--- src/rtl/xnor_psum_binarizer_if.sv ---
// Handshake bundle between the PE-chain readout and the binarizer:
// psum input, threshold load, flush, and the packed activation output.
interface xnor_psum_binarizer_if #(
  parameter int PSUM_WIDTH = 4,
  parameter int ACC_WIDTH  = 6,
  parameter int PACK_WIDTH = 8
);
  logic [PSUM_WIDTH-1:0] psum_in;
  logic                  psum_valid;
  logic                  psum_ready;
  logic [ACC_WIDTH-1:0]  thr_in;
  logic                  thr_load;
  logic                  flush;
  logic [PACK_WIDTH-1:0] out_data;
  logic                  out_valid;
  logic                  out_ready;

  modport master (
    output psum_in, psum_valid, thr_in, thr_load, flush, out_ready,
    input  psum_ready, out_data, out_valid
  );

  modport slave (
    input  psum_in, psum_valid, thr_in, thr_load, flush, out_ready,
    output psum_ready, out_data, out_valid
  );
endinterface

--- src/rtl/xnor_psum_binarizer.sv ---
// Accumulates K_ROWS popcount partial sums per pixel, thresholds them into one
// activation bit, and packs bits LSB-first into words for a valid/ready sink.
//
// state | meaning (implied by counters, no explicit state register)
// ACCUM | row_cnt advancing within a pixel
// PACK  | bit_cnt advancing within a word
// HOLD  | out_valid && !out_ready, input stalled
module xnor_psum_binarizer #(
  parameter int PSUM_WIDTH = 4,
  parameter int K_ROWS     = 3,
  parameter int ACC_WIDTH  = 6,
  parameter int PACK_WIDTH = 8
) (
  input  logic                  clk,
  input  logic                  rst,
  xnor_psum_binarizer_if.slave  bus
);
  localparam int RW = (K_ROWS > 1) ? $clog2(K_ROWS) : 1;
  localparam int BW = $clog2(PACK_WIDTH);
  localparam logic [RW-1:0] ROW_LAST = RW'(K_ROWS - 1);
  localparam logic [BW-1:0] BIT_LAST = BW'(PACK_WIDTH - 1);

  logic [RW-1:0]         r_row_cnt;
  logic [BW-1:0]         r_bit_cnt;
  logic [ACC_WIDTH-1:0]  r_acc;
  logic [ACC_WIDTH-1:0]  r_thr;
  logic [PACK_WIDTH-1:0] r_pack;
  logic [PACK_WIDTH-1:0] r_out_data;
  logic                  r_out_valid;

  logic                  w_psum_ready;
  logic                  w_accept;
  logic                  w_flush;
  logic                  w_last_row;
  logic                  w_pixel_done;
  logic                  w_word_done;
  logic                  w_bit;
  logic [ACC_WIDTH-1:0]  w_base;
  logic [ACC_WIDTH:0]    w_sum_wide;
  logic [ACC_WIDTH-1:0]  w_sum;
  logic [PACK_WIDTH-1:0] w_pack_next;
  logic [BW-1:0]         w_bit_cnt_next;

  assign w_psum_ready = !r_out_valid || bus.out_ready;
  assign w_accept     = bus.psum_valid && w_psum_ready;
  assign w_flush      = bus.flush && w_psum_ready;
  assign w_last_row   = (r_row_cnt == ROW_LAST);
  assign w_pixel_done = w_accept && w_last_row;
  assign w_word_done  = w_pixel_done && (r_bit_cnt == BIT_LAST);

  assign bus.psum_ready = w_psum_ready;
  assign bus.out_data   = r_out_data;
  assign bus.out_valid  = r_out_valid;

  // First row of a pixel starts from zero so acc need not be cleared early.
  always_comb begin
    w_base     = (r_row_cnt == '0) ? '0 : r_acc;
    w_sum_wide = {1'b0, w_base} + (ACC_WIDTH + 1)'(bus.psum_in);
    w_sum      = w_sum_wide[ACC_WIDTH] ? '1 : w_sum_wide[ACC_WIDTH-1:0];
    w_bit      = (w_sum >= r_thr);
  end

  always_comb begin
    w_pack_next    = r_pack;
    w_bit_cnt_next = r_bit_cnt;
    if (w_pixel_done) begin
      w_pack_next[r_bit_cnt] = w_bit;
      w_bit_cnt_next         = w_word_done ? '0 : r_bit_cnt + BW'(1);
    end
  end

  always_ff @(posedge clk) begin
    if (!rst) begin
      r_row_cnt   <= '0;
      r_bit_cnt   <= '0;
      r_acc       <= '0;
      r_thr       <= '0;
      r_pack      <= '0;
      r_out_data  <= '0;
      r_out_valid <= 1'b0;
    end else begin
      if (bus.thr_load) r_thr <= bus.thr_in;
      if (r_out_valid && bus.out_ready) r_out_valid <= 1'b0;

      if (w_accept) begin
        if (w_last_row) begin
          r_row_cnt <= '0;
          r_acc     <= '0;
        end else begin
          r_row_cnt <= r_row_cnt + RW'(1);
          r_acc     <= w_sum;
        end
      end

      if (w_pixel_done) begin
        r_bit_cnt <= w_bit_cnt_next;
        if (w_word_done) begin
          r_out_data  <= w_pack_next;
          r_out_valid <= 1'b1;
          r_pack      <= '0;
        end else begin
          r_pack <= w_pack_next;
        end
      end

      // Flush sees the state after any psum accepted this cycle.
      if (w_flush) begin
        r_row_cnt <= '0;
        r_acc     <= '0;
        if (w_bit_cnt_next != '0) begin
          r_out_data  <= w_pack_next;
          r_out_valid <= 1'b1;
          r_bit_cnt   <= '0;
          r_pack      <= '0;
        end
      end
    end
  end
endmodule

--- src/flat_wrapper.sv ---
// flat-port wrapper written by rule: the top's interface ports become plain ports
module xnor_psum_binarizer_flat 
#(
  parameter int PSUM_WIDTH = 4,
  parameter int K_ROWS     = 3,
  parameter int ACC_WIDTH  = 6,
  parameter int PACK_WIDTH = 8
)
  (clk, rst, bus_psum_in, bus_psum_valid, bus_thr_in, bus_thr_load, bus_flush, bus_out_ready, bus_psum_ready, bus_out_data, bus_out_valid);
  xnor_psum_binarizer_if #(.PSUM_WIDTH(PSUM_WIDTH), .ACC_WIDTH(ACC_WIDTH), .PACK_WIDTH(PACK_WIDTH)) bus_i ();
  input  logic clk;
  input  logic rst;
  input wire logic [$bits(bus_i.psum_in)-1:0] bus_psum_in;
  input wire logic [$bits(bus_i.psum_valid)-1:0] bus_psum_valid;
  input wire logic [$bits(bus_i.thr_in)-1:0] bus_thr_in;
  input wire logic [$bits(bus_i.thr_load)-1:0] bus_thr_load;
  input wire logic [$bits(bus_i.flush)-1:0] bus_flush;
  input wire logic [$bits(bus_i.out_ready)-1:0] bus_out_ready;
  output wire logic [$bits(bus_i.psum_ready)-1:0] bus_psum_ready;
  output wire logic [$bits(bus_i.out_data)-1:0] bus_out_data;
  output wire logic [$bits(bus_i.out_valid)-1:0] bus_out_valid;
  assign bus_i.psum_in = bus_psum_in;
  assign bus_i.psum_valid = bus_psum_valid;
  assign bus_i.thr_in = bus_thr_in;
  assign bus_i.thr_load = bus_thr_load;
  assign bus_i.flush = bus_flush;
  assign bus_i.out_ready = bus_out_ready;
  assign bus_psum_ready = bus_i.psum_ready;
  assign bus_out_data = bus_i.out_data;
  assign bus_out_valid = bus_i.out_valid;
  xnor_psum_binarizer #(.PSUM_WIDTH(PSUM_WIDTH), .K_ROWS(K_ROWS), .ACC_WIDTH(ACC_WIDTH), .PACK_WIDTH(PACK_WIDTH)) u_core (.clk(clk), .rst(rst), .bus(bus_i));
endmodule
--- config.mk ---
export PLATFORM = sky130hd
export DESIGN_NAME = xnor_psum_binarizer_flat
export DESIGN_NICKNAME = d
export VERILOG_FILES = /design/src/rtl/xnor_psum_binarizer_if.sv /design/src/rtl/xnor_psum_binarizer.sv /design/src/flat_wrapper.sv
export SDC_FILE = /design/constraint.sdc
export NUM_CORES = 1
export LEC_CHECK = 0
export CAP_MARGIN = 10
export CORE_MARGIN = 2
export CORE_UTILIZATION = 55
export DETAILED_ROUTE_END_ITERATION = 16
export GPL_TIMING_DRIVEN = 0
export PLACE_DENSITY_LB_ADDON = 0.08
export SLEW_MARGIN = 20
export SYNTH_ARGS = -nofsm -noshare
export SYNTH_HDL_FRONTEND = slang
export SYNTH_SLANG_ARGS = --single-unit
export TNS_END_PERCENT = 1
--- constraint.sdc ---
create_clock -name clk -period 4.4 [get_ports clk]
set_input_delay 0.88 -clock clk [delete_from_list [all_inputs] [get_ports clk]]
set_output_delay 0.88 -clock clk [all_outputs]
set_load 0.005 [all_outputs]
Word level (Yosys, flattened, before mapping) --
Cells that the tools add are included.
Storage, ports and cells: output and inout port bits 10, logic and storage cells 53, bits in registers 34, bits of input ports 16
Cells by class: equal/unequal tests 2, magnitude comparators 3, bitwise logic cells 1, muxes and demuxes 26, reduce and logical (&&, ||, !) cells 11, $add $sub $neg 3
Operator list (number):
- 8-bit 2-to-1 mux | 9
- 6-bit 2-to-1 mux | 3
- 3-bit 2-to-1 mux | 5
- 8-bit bitwise mux | 1
- 6-bit by 4-bit adder with 7-bit output | 1
- 6-bit greater-or-equal comparator | 1
- 1-bit logical AND | 6
- 1-bit 2-to-1 mux | 6
- 3-bit by 4-bit less-than comparator with 1-bit output (second input constant) | 1
- 3-bit by 1-bit adder with 3-bit output (second input constant) | 1
- 1-bit demux with 3-bit select | 1
- 3-bit equality test (second input constant) | 1
- 3-bit by 1-bit greater-or-equal comparator with 1-bit output (second input constant) | 1
- 3-bit nonzero test | 1
- 2-bit by 1-bit adder with 2-bit output (second input constant) | 1
- 2-bit equality test (second input constant) | 1
- 2-bit zero test | 1
- 2-bit 2-to-1 mux | 1
- 2-bit OR reduction | 1
- 1-bit zero test | 1
- 1-bit logical OR | 1
- 1-bit inverter | 1

Logic depth before layout (Yosys ltp) --
word-level depth 11, depth in mapped cells 16

Least setup slack after synthesis --
Ideal clock, no wire load.
kind input to register, from input bus_psum_in[0], to register u_core.r_out_data[6], in the netlist u_core.bus.out_data[6], arrival 3521 ps, slack 762 ps, cell stages on the path 14, buffers on the path 1, path through ha_1 inv_1 fa_1 nor2b_1 o21ai_1 a211oi_2 o21bai_1 ha_1 a21oi_1 o21ai_1 a41oi_2 buf_2 nand2_1 a32o_1
On the way: word-level cells in the longest chain between the ends 9
RTL lines:
- start: declaration | line flat_wrapper.sv:13 | input wire logic [$bits(bus_i.psum_in)-1:0] bus_psum_in;
- 6-bit by 4-bit adder with 7-bit output * | line xnor_psum_binarizer.sv:58 | w_sum_wide = {1'b0, w_base} + (ACC_WIDTH + 1)'(bus.psum_in);
- 6-bit 2-to-1 mux * | line xnor_psum_binarizer.sv:59 | w_sum = w_sum_wide[ACC_WIDTH] ? '1 : w_sum_wide[ACC_WIDTH-1:0];
- 6-bit greater-or-equal comparator * | line xnor_psum_binarizer.sv:60 | w_bit = (w_sum >= r_thr);
- 8-bit bitwise mux * | line xnor_psum_binarizer.sv:67 | w_pack_next[r_bit_cnt] = w_bit;
- 8-bit 2-to-1 mux * | line xnor_psum_binarizer.sv:66 | if (w_pixel_done) begin
- 8-bit 2-to-1 mux | line xnor_psum_binarizer.sv:97 | if (w_word_done) begin
- 8-bit 2-to-1 mux | line xnor_psum_binarizer.sv:95 | if (w_pixel_done) begin
- 8-bit 2-to-1 mux | line xnor_psum_binarizer.sv:110 | if (w_bit_cnt_next != '0) begin
- 8-bit 2-to-1 mux * | line xnor_psum_binarizer.sv:107 | if (w_flush) begin
- end signal: assignment | line xnor_psum_binarizer.sv:98 | r_out_data <= w_pack_next;
- end signal: assignment | line xnor_psum_binarizer.sv:111 | r_out_data <= w_pack_next;
- end: declaration | line xnor_psum_binarizer.sv:28 | logic [PACK_WIDTH-1:0] r_out_data;
Every way passes the cells marked *; elsewhere a longest branch is shown, timed or not. A chain may end at the register's enable or synchronous reset.

Worst setup path after layout --
Same ends and word-level chain as after synthesis.

==> metrics.md <==
| Metric | Value |
|---|---|
| Vias post-DR | `1719` |
| Worst slew pin tran | `around 0.54 ns` |
| Antenna violations before repair | `0` |
| Max incr delay on CP | `~0.46 ns` |
| Final Max Tran Viols | `0` |
| Post-synth top area cell | `dfxtp_1` |
| WHS | `between 0.4 and 0.5 ns` |
| Setup crit end | `u_core.bus.out_data[6]` |
| Die area | `4130 µm²` |
| Setup crit start | `bus_psum_in[0]` |
| Final net count | `288` |
| Area of the core | `3420 µm²` |
| Largest net degree at the start of global routing | `11` |
| Ys async rst share | `0%` |
| Worst hold path class | `flop to flop` |
| Global-route wire length before repair | `7.07 mm` |
| WL per Instance | `13.6 µm` |
| Post-synthesis sequential area ratio | `34.1%` |
| Worst flop-to-flop path startpoint | `u_core.r_row_cnt[1]` |
| Crit path buffers/inverters | `3` |
| DRC errors left | `0` |
| Total grt overflow | `0` |
| DP Cell Count | `around 300` |
| Worst setup EP type | `flop` |
| Crit path time final | `3.90 ns` |
| Post-Synthesis Cells | `228` |
| Max clock buf depth | `2` |
| Seq cells post-synth | `34` |
| Syn Nets | `between 200 and 300` |
| Crit path max-delay family | `compound AO/OA/AOI/OAI gates` |
| Final Instance Count excl. Fillers | `305` |
| Share of cells above drive strength 1 | `11.6%` |
| Logic pwr share | `about an eighth` |
| Clock sinks | `34` |
| CP max stage cell | `clkdlybuf4s50_1` |
| Diode count | `0` |
| Place WS | `-0.155 ns` |
| Clock network power share | `36.9%` |
| CTS Root Cell | `clkbuf_4` |
| Cell Rows | `21` |
| Synth Flop Type | `dfxtp_1` |
| P_leak | `between 0.9 and 1 nW` |
| Synth-to-layout area growth | `19.2%` |
| CTS tree | `built` |
| PnR worst setup slack | `0.502 ns` |
| Die Y | `around 64 µm` |
| Critical path class | `input port to flop` |
| Die width | `64.3 µm` |
| Maximum net fanout on the critical path | `10` |
| Synthesized area per cell | `8.76 µm²` |
| Syn Std Cell Area | `2000 µm²` |
| YS warnings | `0` |
| Crit path cell chain | `clkdlybuf4s50_1 > ha_1 > inv_1 > fa_1 > nor2b_1 > o21ai_1 > a211oi_4 > o21bai_1 > ha_1 > a21oi_1 > o21ai_1 > a41oi_2 > buf_2 > nand2_1 > a32o_1` |
| Total GRT Usage | `21.5%` |
| DR pass1 iterations | `4` |
| Synth area leaders | `dfxtp_1, ha_1, nor2_1` |
| Worst flop-to-flop path endpoint | `u_core.bus.out_data[6]` |
| # fillers | `289` |
| H-tree depth | `2` |
| R2R depth | `16` |
| Max VDD drop | `~0.18 mV` |
| Cts hold-fix bufs | `0` |
| Post-synth cell types | `47` |
| Sw power | `~0.15 mW` |
| Area fraction of the dominant cell type after synthesis | `approximately 34%` |
| Post-synth EDFFs | `0` |
| Worst-Skew Late Latency | `~0.34 ns` |
| Number of global-route vias before repair | `between 1500 and 2000` |
| Post-DP HPWL | `3.04 mm` |
| Fin crit share | `88.6%` |
| I/O pin cnt | `26` |
| Reg power frac | `50.1%` |
| Final Hold Vio Count | `0` |
| Maxcap violations | `0` |
| Stages on the worst setup path | `15` |
| Worst path required time | `4.64 ns` |
| Initial DRC count | `63` |
| Switching part of the total | `24.1%` |
| Int Pwr | `roughly 0.5 mW` |
| TNS Setup | `0 ns` |
| PortBufs | `23` |
| RSZ-0062 raised after global routing | `no` |
| Initial core utilization | `58.5%` |
| Slew headroom | `63.6%` |
| Total Wirelength | `4.15 mm` |
| Post-route ant nets | `0` |
| Max Freq | `0.257 GHz` |
| CP arrival | `4.14 ns` |
| Skew final | `0.00842 ns` |
| Vias per inst | `5.64` |
| Element type at the critical path start | `input port` |
| Outcome | `completed` |
| Final Power | `about 0.64 mW` |
| PwrDens | `269 nW/µm²` |
| R2R Setup Slk | `0.61 ns` |
| Inserted Clock Buffers | `5` |
| Clock Pin Slew Worst Setup and Hold Paths | `0.10 ns` |
| Final number of setup-violating endpoints | `0` |
| Routability cong. | `0.810` |
[kinds of logic after synthesis]
kind of cell               Yosys count  synth area share (%)
xor gates and xnor gates             1                 0.438
and+or+nand+nor                     96                  26.7
DFF                                 34                  34.1
AOI/OAI and AO/OA                   58                  22.7
muxes                                7                  3.51
adders and majority gates           13                  8.52
buffers and inverters               19                  4.07
[tightest hold or removal path: cells and delay by family, from the launching register on]
family           cells  cell delay (ns)
DFF                  1             0.32
and+or+nand+nor      2             0.09
[cells in the mapped netlist, types with 3 or more instances]
library cell,count
inv_1,11
o21ai_1,3
nand2_1,28
nor2b_1,7
dfxtp_1,34
nor2_1,29
a32o_1,6
nand3_1,3
a21o_1,3
nand2b_1,4
o21ai_0,5
a21oi_1,17
ha_1,12
clkbuf_1,4
a22o_1,3
nor4_2,6
mux2i_1,7
a211o_1,9
nor3_1,6
[routing by layer]
layer	vias up	wire, µm	track usage (%)	part of all wire [%]
met5	-	0	0	0
met1	802	1940	27.9	47
met3	6	183	3.87	4.4
met4	0	51	8.24	1.2
li1	877	-	-	-
met2	34	1970	35.4	47
[placed cells by master, fill, tap and decap left out, drive strengths merged, types with 2 or more instances in the layout]
cell,n
o2bb2ai,2
buf,4
a22o,3
o21ai,9
nor3b,2
a22oi,2
or2,2
nand2b,5
clkdlybuf4s50,23
inv,12
mux2i,7
ha,12
dfxtp,34
a21o,3
nor3,7
a21oi,17
a211o,9
nor2,30
nand2,28
a211oi,2
nand3,4
nor4,6
clkbuf,10
nor2b,8
a32o,6
[through the flow]
stage               area (µm²)  utilization (%)
CTS                       2370             69.3
finish                    2380             69.7
global route              2380             69.7
detailed placement        2290             66.9
global placement          2290             66.9
floorplan                 2000                -
[worst min-delay path by stage]
stage          slack [ns]  cells after the start            start         endpoint
6_report             0.45                      2  u_core.r_acc[0]  u_core.r_acc[0]
3_5_place_dp         0.44                      2  u_core.r_acc[0]  u_core.r_acc[0]
2_1_floorplan        0.41                      2  u_core.r_acc[0]  u_core.r_acc[0]
3_3_place_gp         0.43                      2  u_core.r_acc[0]  u_core.r_acc[0]
5_1_grt              0.47                      2  u_core.r_acc[0]  u_core.r_acc[0]
4_1_cts              0.45                      2  u_core.r_acc[0]  u_core.r_acc[0]
[area by class of cell]
cell class	count	area, µm²	area share (%)
buffer	7	36.3	1.52
clock buffer	6	51.3	2.15
clock inverter	1	30.0	1.26
inverter	12	45.0	1.89
multi-input combinational	175	1240	52.2
sequential	34	681	28.6
tap	46	57.6	2.42
timing repair buffer	24	238	9.98
[registers in the layout (all words and copies together), names as in the netlist]
register and flops:
u_core.r_bit_cnt 3, u_core.bus.out_valid 1, u_core.bus.out_data 8, u_core.r_acc 6
u_core.r_pack 8, u_core.r_row_cnt 2, u_core.r_thr 6
[timing repair]
item	4_1_cts	5_1_grt
endpoints found under the setup margin	0	8
gates resized for setup	0	1
setup buffers	0	1
[power by group through the flow]
stage	logic (mW)	clock network (mW)	registers, mW
floorplan	0.0546	0	0.327
finish	0.0833	0.237	0.321
CTS	0.0805	0.241	0.321
global placement	0.0792	0	0.328
global route	0.0931	0.252	0.323
detailed placement	0.0800	0	0.328
Power figures use the tool's default switching activity.
